## config.mk

```make
export PLATFORM = sky130hd
export DESIGN_NAME = line_draw_ctrl
export DESIGN_NICKNAME = d
export VERILOG_FILES = /design/src/rtl/line_draw_pkg.sv /design/src/rtl/line_step.sv /design/src/rtl/line_draw_ctrl.sv
export SDC_FILE = /design/constraint.sdc
export NUM_CORES = 1
export LEC_CHECK = 0
export CORE_MARGIN = 1.5
export CORE_UTILIZATION = 48
export DETAILED_ROUTE_END_ITERATION = 10
export DONT_BUFFER_PORTS = 1
export PLACE_DENSITY = 0.59
export SETUP_SLACK_MARGIN = 0.15
export SLEW_MARGIN = 30
export SYNTH_ARGS = -nofsm -noshare
export SYNTH_HDL_FRONTEND = slang
export SYNTH_HIERARCHICAL = 1
export SYNTH_SLANG_ARGS = --single-unit
export TNS_END_PERCENT = 30
```

## constraint.sdc

```tcl
create_clock -name HCLK -period 6.1 [get_ports HCLK]
set_clock_uncertainty 0.1 [all_clocks]
set_input_delay 0 -clock HCLK [delete_from_list [all_inputs] [get_ports HCLK]]
set_output_delay 0 -clock HCLK [all_outputs]
set_load 0.02 [all_outputs]
```

## src/rtl/line_draw_pkg.sv

```systemverilog
// Shared definitions for the Bresenham line-draw controller: default
// coordinate width and the controller state type.
package line_draw_pkg;

    localparam int COORD_W_DEFAULT = 9;

    typedef enum logic [1:0] {
        IDLE = 2'd0,
        LOAD = 2'd1,
        DRAW = 2'd2,
        DONE = 2'd3
    } state_t;

endpackage

```

## src/rtl/line_step.sv

```systemverilog
// One Bresenham step: next pixel and next error term from the current ones.
// Purely combinational; the caller decides when to commit the result.
module line_step
    import line_draw_pkg::*;
#(
    parameter int COORD_W = COORD_W_DEFAULT
) (
    input  logic [COORD_W-1:0]        i_cur_x,
    input  logic [COORD_W-1:0]        i_cur_y,
    input  logic signed [COORD_W+1:0] i_err,
    input  logic [COORD_W:0]          i_dx,
    input  logic signed [COORD_W:0]   i_dy,
    input  logic                      i_sx_neg,
    input  logic                      i_sy_neg,
    output logic [COORD_W-1:0]        o_nxt_x,
    output logic [COORD_W-1:0]        o_nxt_y,
    output logic signed [COORD_W+1:0] o_nxt_err
);

    logic signed [COORD_W+2:0] w_e2;
    logic signed [COORD_W+2:0] w_dx_ext;
    logic signed [COORD_W+2:0] w_dy_ext;
    logic signed [COORD_W+2:0] w_err_sum;
    logic                      w_step_x;
    logic                      w_step_y;

    // Everything is widened to the e2 width so both comparisons are signed.
    assign w_e2     = {i_err, 1'b0};
    assign w_dx_ext = {2'b00, i_dx};
    assign w_dy_ext = {{2{i_dy[COORD_W]}}, i_dy};

    // Both axis decisions use the same e2, so a diagonal step applies both.
    always_comb begin
        w_step_x  = (w_e2 >= w_dy_ext);
        w_step_y  = (w_e2 <= w_dx_ext);
        w_err_sum = {i_err[COORD_W+1], i_err};
        o_nxt_x   = i_cur_x;
        o_nxt_y   = i_cur_y;
        if (w_step_x) begin
            w_err_sum = w_err_sum + w_dy_ext;
            o_nxt_x   = i_sx_neg ? (i_cur_x - COORD_W'(1)) : (i_cur_x + COORD_W'(1));
        end else begin
            o_nxt_x   = i_cur_x;
        end
        if (w_step_y) begin
            w_err_sum = w_err_sum + w_dx_ext;
            o_nxt_y   = i_sy_neg ? (i_cur_y - COORD_W'(1)) : (i_cur_y + COORD_W'(1));
        end else begin
            o_nxt_y   = i_cur_y;
        end
        o_nxt_err = w_err_sum[COORD_W+1:0];
    end

endmodule

```

## src/rtl/line_draw_ctrl.sv

```systemverilog
// Line-draw controller: takes a coordinate pair from the AHB slave and streams
// the Bresenham pixels of that line through a valid/ready handshake.
module line_draw_ctrl
    import line_draw_pkg::*;
#(
    parameter int COORD_W = COORD_W_DEFAULT
) (
    input  logic               HCLK,
    input  logic               HRESETn,
    input  logic [COORD_W-1:0] x1,
    input  logic [COORD_W-1:0] y1,
    input  logic [COORD_W-1:0] x2,
    input  logic [COORD_W-1:0] y2,
    input  logic               DataValid,
    output logic [COORD_W-1:0] pix_x,
    output logic [COORD_W-1:0] pix_y,
    output logic               pix_valid,
    input  logic               pix_ready,
    output logic               pix_last,
    output logic               busy,
    output logic               done
);

    state_t                    r_state;
    logic                      r_dv_q;
    logic                      r_pending;
    logic [COORD_W-1:0]        r_cur_x;
    logic [COORD_W-1:0]        r_cur_y;
    logic [COORD_W-1:0]        r_end_x;
    logic [COORD_W-1:0]        r_end_y;
    logic [COORD_W:0]          r_dx;
    logic signed [COORD_W:0]   r_dy;
    logic                      r_sx_neg;
    logic                      r_sy_neg;
    logic signed [COORD_W+1:0] r_err;
    logic                      r_pix_valid;
    logic                      r_pix_last;
    logic                      r_busy;
    logic                      r_done;

    state_t                    w_state_nxt;
    logic                      w_pend_nxt;
    logic                      w_start;
    logic                      w_xfer;
    logic [COORD_W-1:0]        w_adx;
    logic [COORD_W-1:0]        w_ady;
    logic [COORD_W:0]          w_ld_dx;
    logic signed [COORD_W:0]   w_ld_dy;
    logic signed [COORD_W+1:0] w_ld_err;
    logic [COORD_W-1:0]        w_step_x;
    logic [COORD_W-1:0]        w_step_y;
    logic signed [COORD_W+1:0] w_step_err;
    logic [COORD_W-1:0]        w_cur_x_nxt;
    logic [COORD_W-1:0]        w_cur_y_nxt;
    logic [COORD_W-1:0]        w_end_x_nxt;
    logic [COORD_W-1:0]        w_end_y_nxt;
    logic [COORD_W:0]          w_dx_nxt;
    logic signed [COORD_W:0]   w_dy_nxt;
    logic                      w_sx_nxt;
    logic                      w_sy_nxt;
    logic signed [COORD_W+1:0] w_err_nxt;
    logic                      w_last_nxt;

    assign w_start  = DataValid & ~r_dv_q;
    assign w_xfer   = r_pix_valid & pix_ready;

    // Set-up terms taken straight from the live inputs during LOAD.
    assign w_adx    = (x2 >= x1) ? (x2 - x1) : (x1 - x2);
    assign w_ady    = (y2 >= y1) ? (y2 - y1) : (y1 - y2);
    assign w_ld_dx  = {1'b0, w_adx};
    assign w_ld_dy  = -{1'b0, w_ady};
    assign w_ld_err = {1'b0, w_ld_dx} + {w_ld_dy[COORD_W], w_ld_dy};

    line_step #(
        .COORD_W (COORD_W)
    ) u_step (
        .i_cur_x   (r_cur_x),
        .i_cur_y   (r_cur_y),
        .i_err     (r_err),
        .i_dx      (r_dx),
        .i_dy      (r_dy),
        .i_sx_neg  (r_sx_neg),
        .i_sy_neg  (r_sy_neg),
        .o_nxt_x   (w_step_x),
        .o_nxt_y   (w_step_y),
        .o_nxt_err (w_step_err)
    );

    // Next state and pending flag; a start seen in DONE goes straight to LOAD.
    always_comb begin
        w_state_nxt = r_state;
        w_pend_nxt  = r_pending;
        case (r_state)
            IDLE: begin
                if (w_start) begin
                    w_state_nxt = LOAD;
                end else begin
                    w_state_nxt = IDLE;
                end
            end
            LOAD: begin
                w_state_nxt = DRAW;
            end
            DRAW: begin
                if (w_xfer && r_pix_last) begin
                    w_state_nxt = DONE;
                end else begin
                    w_state_nxt = DRAW;
                end
            end
            DONE: begin
                if (r_pending || w_start) begin
                    w_state_nxt = LOAD;
                end else begin
                    w_state_nxt = IDLE;
                end
            end
            default: begin
                w_state_nxt = IDLE;
            end
        endcase
        if (w_state_nxt == LOAD) begin
            w_pend_nxt = 1'b0;
        end else if (w_start && (r_state != IDLE)) begin
            w_pend_nxt = 1'b1;
        end else begin
            w_pend_nxt = r_pending;
        end
    end

    // Line set-up in LOAD, one step per accepted pixel in DRAW.
    always_comb begin
        w_cur_x_nxt = r_cur_x;
        w_cur_y_nxt = r_cur_y;
        w_end_x_nxt = r_end_x;
        w_end_y_nxt = r_end_y;
        w_dx_nxt    = r_dx;
        w_dy_nxt    = r_dy;
        w_sx_nxt    = r_sx_neg;
        w_sy_nxt    = r_sy_neg;
        w_err_nxt   = r_err;
        w_last_nxt  = 1'b0;
        case (r_state)
            LOAD: begin
                w_cur_x_nxt = x1;
                w_cur_y_nxt = y1;
                w_end_x_nxt = x2;
                w_end_y_nxt = y2;
                w_dx_nxt    = w_ld_dx;
                w_dy_nxt    = w_ld_dy;
                w_sx_nxt    = (x2 < x1);
                w_sy_nxt    = (y2 < y1);
                w_err_nxt   = w_ld_err;
                w_last_nxt  = (x1 == x2) && (y1 == y2);
            end
            DRAW: begin
                if (w_xfer && !r_pix_last) begin
                    w_cur_x_nxt = w_step_x;
                    w_cur_y_nxt = w_step_y;
                    w_err_nxt   = w_step_err;
                    w_last_nxt  = (w_step_x == r_end_x) && (w_step_y == r_end_y);
                end else if (!w_xfer) begin
                    w_last_nxt  = r_pix_last;
                end else begin
                    w_last_nxt  = 1'b0;
                end
            end
            default: begin
                w_last_nxt = 1'b0;
            end
        endcase
    end

    // Control state registers.
    always_ff @(posedge HCLK or negedge HRESETn) begin
        if (!HRESETn) begin
            r_state   <= IDLE;
            r_dv_q    <= 1'b0;
            r_pending <= 1'b0;
        end else begin
            r_state   <= w_state_nxt;
            r_dv_q    <= DataValid;
            r_pending <= w_pend_nxt;
        end
    end

    // Line datapath registers.
    always_ff @(posedge HCLK or negedge HRESETn) begin
        if (!HRESETn) begin
            r_cur_x  <= '0;
            r_cur_y  <= '0;
            r_end_x  <= '0;
            r_end_y  <= '0;
            r_dx     <= '0;
            r_dy     <= '0;
            r_sx_neg <= 1'b0;
            r_sy_neg <= 1'b0;
            r_err    <= '0;
        end else begin
            r_cur_x  <= w_cur_x_nxt;
            r_cur_y  <= w_cur_y_nxt;
            r_end_x  <= w_end_x_nxt;
            r_end_y  <= w_end_y_nxt;
            r_dx     <= w_dx_nxt;
            r_dy     <= w_dy_nxt;
            r_sx_neg <= w_sx_nxt;
            r_sy_neg <= w_sy_nxt;
            r_err    <= w_err_nxt;
        end
    end

    // Status outputs registered from the next state so they are glitch-free.
    always_ff @(posedge HCLK or negedge HRESETn) begin
        if (!HRESETn) begin
            r_pix_valid <= 1'b0;
            r_pix_last  <= 1'b0;
            r_busy      <= 1'b0;
            r_done      <= 1'b0;
        end else begin
            r_pix_valid <= (w_state_nxt == DRAW);
            r_pix_last  <= w_last_nxt;
            r_busy      <= (w_state_nxt != IDLE);
            r_done      <= (w_state_nxt == DONE);
        end
    end

    assign pix_x     = r_cur_x;
    assign pix_y     = r_cur_y;
    assign pix_valid = r_pix_valid;
    assign pix_last  = r_pix_last;
    assign busy      = r_busy;
    assign done      = r_done;

endmodule

```

**Word-level counts from Yosys, hierarchy flattened**

Cells that the tools add are included.

- Output and inout bits: 22
- Register bits: 76

- Multiplexer cells: 23
- Add/subtract/negate cells: 12
- Bitwise operators: 3
- Reductions and logical operators: 13
- Eq/ne operators: 12
- $lt $le $gt $ge: 6

Operator list:

| cell | count |
|---|---|
| $mux W9 | 8 |
| $eq A9 B9 Y1 | 4 |
| $pmux W9 S2 | 2 |
| $sub A9 B9 Y9 | 4 |
| $mux W11 | 3 |
| $add A11 B10 Y11 | 2 |
| $pmux W11 S2 | 1 |
| $add A9 B1 Y9 const B | 2 |
| $ge A9 B9 Y1 | 2 |
| $lt A9 B9 Y1 | 2 |
| $sub A9 B1 Y9 const B | 2 |
| $ge A12 B10 Y1 | 1 |
| $le A12 B10 Y1 | 1 |
| $add A10 B10 Y11 | 1 |
| $neg A9 Y10 | 1 |
| $eq A2 B2 Y1 const B | 4 |
| $pmux W2 S4 | 1 |
| $reduce_bool A2 Y1 | 4 |
| $mux W1 | 7 |
| $logic_and A1 B1 Y1 | 5 |
| $eq A2 B1 Y1 const B | 2 |
| $ne A3 B3 Y1 const B | 1 |
| $and A1 B1 Y1 | 2 |
| $logic_not A2 Y1 | 1 |
| 6 further kinds | 6 |

**Longest topological paths before layout**

- Depth after elaboration: 7
- Depth in mapped cells: 21
- Depth with buffers taken out: 19

**Modules after synthesis**

Netlist, hierarchy kept.

Modules (own cells, without submodules):

| module | cells an instance | seq. area each (sq um) | instances | area an instance (sq um) |
|---|---|---|---|---|
| line_draw_ctrl | 603 | 1901.8 | 1 | 5670.4 |
| line_step | 322 | 0.0 | 1 | 2494.9 |

**Least setup slack after synthesis**

Ideal clock, no wire load.

- Kind: register -> register
- From: reg r_err[9]
- To: reg r_err[9]
- Arrival: 3861 ps
- Setup slack: 2013 ps
- Setup time: 126 ps
- Path buffers: 1
- Stages on the path, launching flop included: 18
- Cell sequence: dfrtp_1 -> ha_1 -> nand4_1 -> a211o_1 -> a41oi_4 -> buf_8 -> mux2_4 -> ha_1 -> nand2_1 -> o21ai_1 -> o21ai_0 -> a211oi_1 -> o21a_1 -> or3_1 -> a31o_2 -> or3_1 -> o21ai_0 -> a21oi_1

- Word-level cells in the longest chain between the ends: 6
- Elaborated cells on any way between the ends: 8
- Those cells by class: add/sub (2); order compare (2); mux (4)

RTL lines:

| item | line | text |
|---|---|---|
| from (decl) | line_draw_ctrl.sv:35 | `logic signed [COORD_W+1:0] r_err;` |
| from (signal assigned) | line_draw_ctrl.sv:208 | `r_err <= w_err_nxt;` |
| $add A11 B10 Y11 or $ge A12 B10 Y1 (tied branches) | line_step.sv:40, line_step.sv:34 |  |
| $mux W11 | line_step.sv:39 | `if (w_step_x) begin` |
| $add A11 B10 Y11 | line_step.sv:46 | `w_err_sum = w_err_sum + w_dx_ext;` |
| $mux W11 * | line_step.sv:45 | `if (w_step_y) begin` |
| net w_step_err[9] | line_draw_ctrl.sv:52 | `logic signed [COORD_W+1:0] w_step_err;` |
| $mux W11 * | line_draw_ctrl.sv:157 | `if (w_xfer && !r_pix_last) begin` |
| $pmux W11 S2 * | line_draw_ctrl.sv:143 | `case (r_state)` |

The timed path passes the listed nets; every way through them passes the cells marked *. The select of a mux whose other input is x is not followed.
A chain may end at the register's enable or synchronous reset.

**Worst setup path after layout**

Same ends and word-level chain as after synthesis.

==> flow_summary.ini <==
[placed_design]
portBuffers = 0
placedCellCount = 1122
dp_hpwl_mm = 16.0
placed_cell_area_um2 = 8350
preCtsSetupSlack_ns = 1.28
gp_congestion = 0.870

[pwr]
leakagePower_nw = 4.24
clkPwrFrac_pct = 10.4
power_frac_seq_pct = 19.1
netSwitchingFraction_pct = 47.9
comb_power_share_pct = 70.5
total_power_mw = 5.72
p_switching_mw = 2.74
ir_worst_vdd_mv = 0.305
powerDensity_nw_per_um2 = 629
p_int_mw = 2.98

[sta]
setup_ws_ns = 1.25
finalCritPeriodShare_pct = 79.6
fmax_mhz = 206
grt_setup_unrepaired = false
period_minus_slack_ns = 4.85
setup_viol_count_final = 0
hold_violations = 0
drv_slew = 0
slew_headroom_pct = 36.4
hold_slack_ns = 0.0370
fin_tns_setup_ns = 0
worstMarginPinSlew_ns = 0.948

[synthesis]
synth_top_area_share_pct = 23.3
synth_area_leader_cell = dfrtp_1
synth_enable_flop_cells = 0
mappedNetlistArea_um2 = 8170
ys_seq_area_share_pct = 23.3
synth_ff_type = dfrtp_1
async_reset_ff_share_pct = 100
syn_inst = 925
yosysWarnings = 6
syn_avg_cell_area_um2 = 8.83
ys_ff_latch = 76
synth_area_leaders = dfrtp_1 23%, ha_1 16%, mux2_2 7.0%, xnor2_1 5.7%, inv_1 4.2%
ys_types = 86

[routing]
drt_iter0_markers = 374
detail_route.vias_per_cell = 5.61
avgRoutedWirePerCell_um = 17.6
vias = 6612
routed_wl_mm = 20.8
ant_nets = 0
first_pass_iters = 5
drc = 0

[final_layout]
fin_nets = 1104
antennaDiodeCount = 0
drive_gt1_share_pct = 11.3
final_util_pct = 54.9
final_common_cell = ha_1
syn2layout_area_growth_pct = 11.4
mostFrequentLayoutCells = 100 x ha_1, 92 x inv_1, 76 x dfrtp_1, 65 x o21ai_0, 62 x nand2_1
stdcell_area_um2 = 9100
fillCellCount = 1573
finalNonFillerCells = 1178

[die]
core_area_um2 = 16600
dieWidth_um = 133
start_util_pct = 49.2
rows = 47
dieArea_um2 = 17800
ios = 62
fp.dieH_um = 133

[worst_setup_path]
worst_path_max_delay_cell = a41oi_4
critPathMaxStageDelay_ns = 0.49
end_kind = register
cp-start-kind = register
crit_chain = ha_1, nand4_1, a211o_1, a41oi_4, buf_4, nor2_1, a21oi_2, ha_1, a21oi_1, o21ai_1, o21ai_0, a211oi_1, o21a_1, or3_1, a31o_2, or3_1, o21ai_0, a21oi_1
cp_data_required_time_ns = 6.21
crit_type = register to register
cp_max_fo = 12
cp.arrival_ns = 4.97

[clock_tree]
post_cts_buffers = 0
clkSinkCount = 76
cts_tree = yes
cts.clk_slew.worst_paths_ns = 0.06
h-tree-depth = 3
cts_buffers = 9
cts_root_buf = clkbuf_16
cts.path.max_buffers = 2
insertion_delay_ns = 0.35

[global_route]
grt.overflow.total = 0
grt_max_degree = 77
grt_pass1_wl_mm = 34.5
track_usage_pct = 24.6
grt_util_met1_pct = 34.9
grt_pass1_vias = 6520
grt.met3_usage_pct = 3.23
grt_most_used_layer = met2
antenna_found_initial = 0
grt_use_met2_pct = 38.7

[run]
cap_violations = 0

[worst_hold_path]
hp-class = input port to register

[outcome]
status = finished clean
## critical path, delay by kind of cell, from the launching register on
kind,cells,cell delay (ns)
and+or+nand+nor,4,0.84
buffers and inverters,1,0.30
DFF,1,0.46
adders and majority gates,2,0.70
AOI/OAI and AO/OA,11,2.31
## path summary, 6_finish.rpt
check | start | endpoint | slack (ns) | depth (start not counted)
setup / recovery | r_err[9] | r_err[9] | 1.25 | 18
hold / removal | x2[0] | r_dx[0] | 0.04 | 3
hold reg to reg | r_end_x[4] | r_end_x[4] | 0.43 | 1
max in group asynchronous | HRESETn | r_pending | 5.43 | 2
min in group asynchronous | HRESETn | pix_y[6] | 0.06 | 2
setup reg to reg | r_err[9] | r_err[9] | 1.25 | 18
## registers in the layout, indices dropped and copies added (netlist names), 2 cells and up
register  cells
r_end_x       9
pix_x         9
r_err        11
r_state       2
pix_y         9
r_end_y       9
r_dx          9
r_dy         10
## cells in the mapped netlist, drive strengths merged (7+ instances only)
library cell,instances
a211oi,9
a21o,25
a21oi,64
and2,8
and3,7
buf,15
clkbuf,14
dfrtp,76
fa,9
ha,102
inv,92
mux2,55
mux2i,34
nand2,62
nand2b,7
nand3,11
nand4,11
nor2,63
nor2b,9
nor3,15
o21a,10
o21ai,73
xnor2,53
xor2,19
## layout make-up
class | instances | area (µm²) | area share [%]
clock inverters | 7 | 98.8 | 1.09
inverters | 92 | 345 | 3.80
repair buffers | 45 | 475 | 5.23
clock buffers | 9 | 225 | 2.48
flip-flops and latches | 76 | 1900 | 20.9
multi-input cells | 729 | 5770 | 63.5
well taps | 220 | 275 | 3.03
## power by group through the flow
stage                     clock network (mW)  logic, mW  registers [mW]
final                                  0.596       4.03            1.09
after global routing                   0.624       4.51            1.14
after CTS                              0.606       4.02            1.10
after detailed placement                   0       3.96            1.11
after global placement                     0       3.93            1.10
after floorplan                            0       3.23            1.01
## cells by family after synthesis
kind of cell               count (synthesis)  synth area share, %
and+or+nand+nor                          219                 13.2
DFF                                       76                 23.3
other                                      1               0.0459
buffers and inverters                    121                 6.37
xor gates and xnor gates                  72                 7.72
AOI/OAI and AO/OA                        236                 19.6
adders and majority gates                111                 17.8
muxes                                     89                 11.9
## metal layers
layer	up-vias	wire length [µm]	share of wire, %
li1	3334	-	-
met1	3143	9970	48
met2	120	9420	45
met3	15	975	4.7
met4	0	380	1.8
met5	-	0	0
## what timing repair did
| action | in CTS | in global routing |
|---|---|---|
| hold buffers | 40 | 0 |
| resized for setup | 0 | 0 |
| hold endpoints to repair | 120 | 0 |
Note: power is estimated with default switching activity, not from simulation.
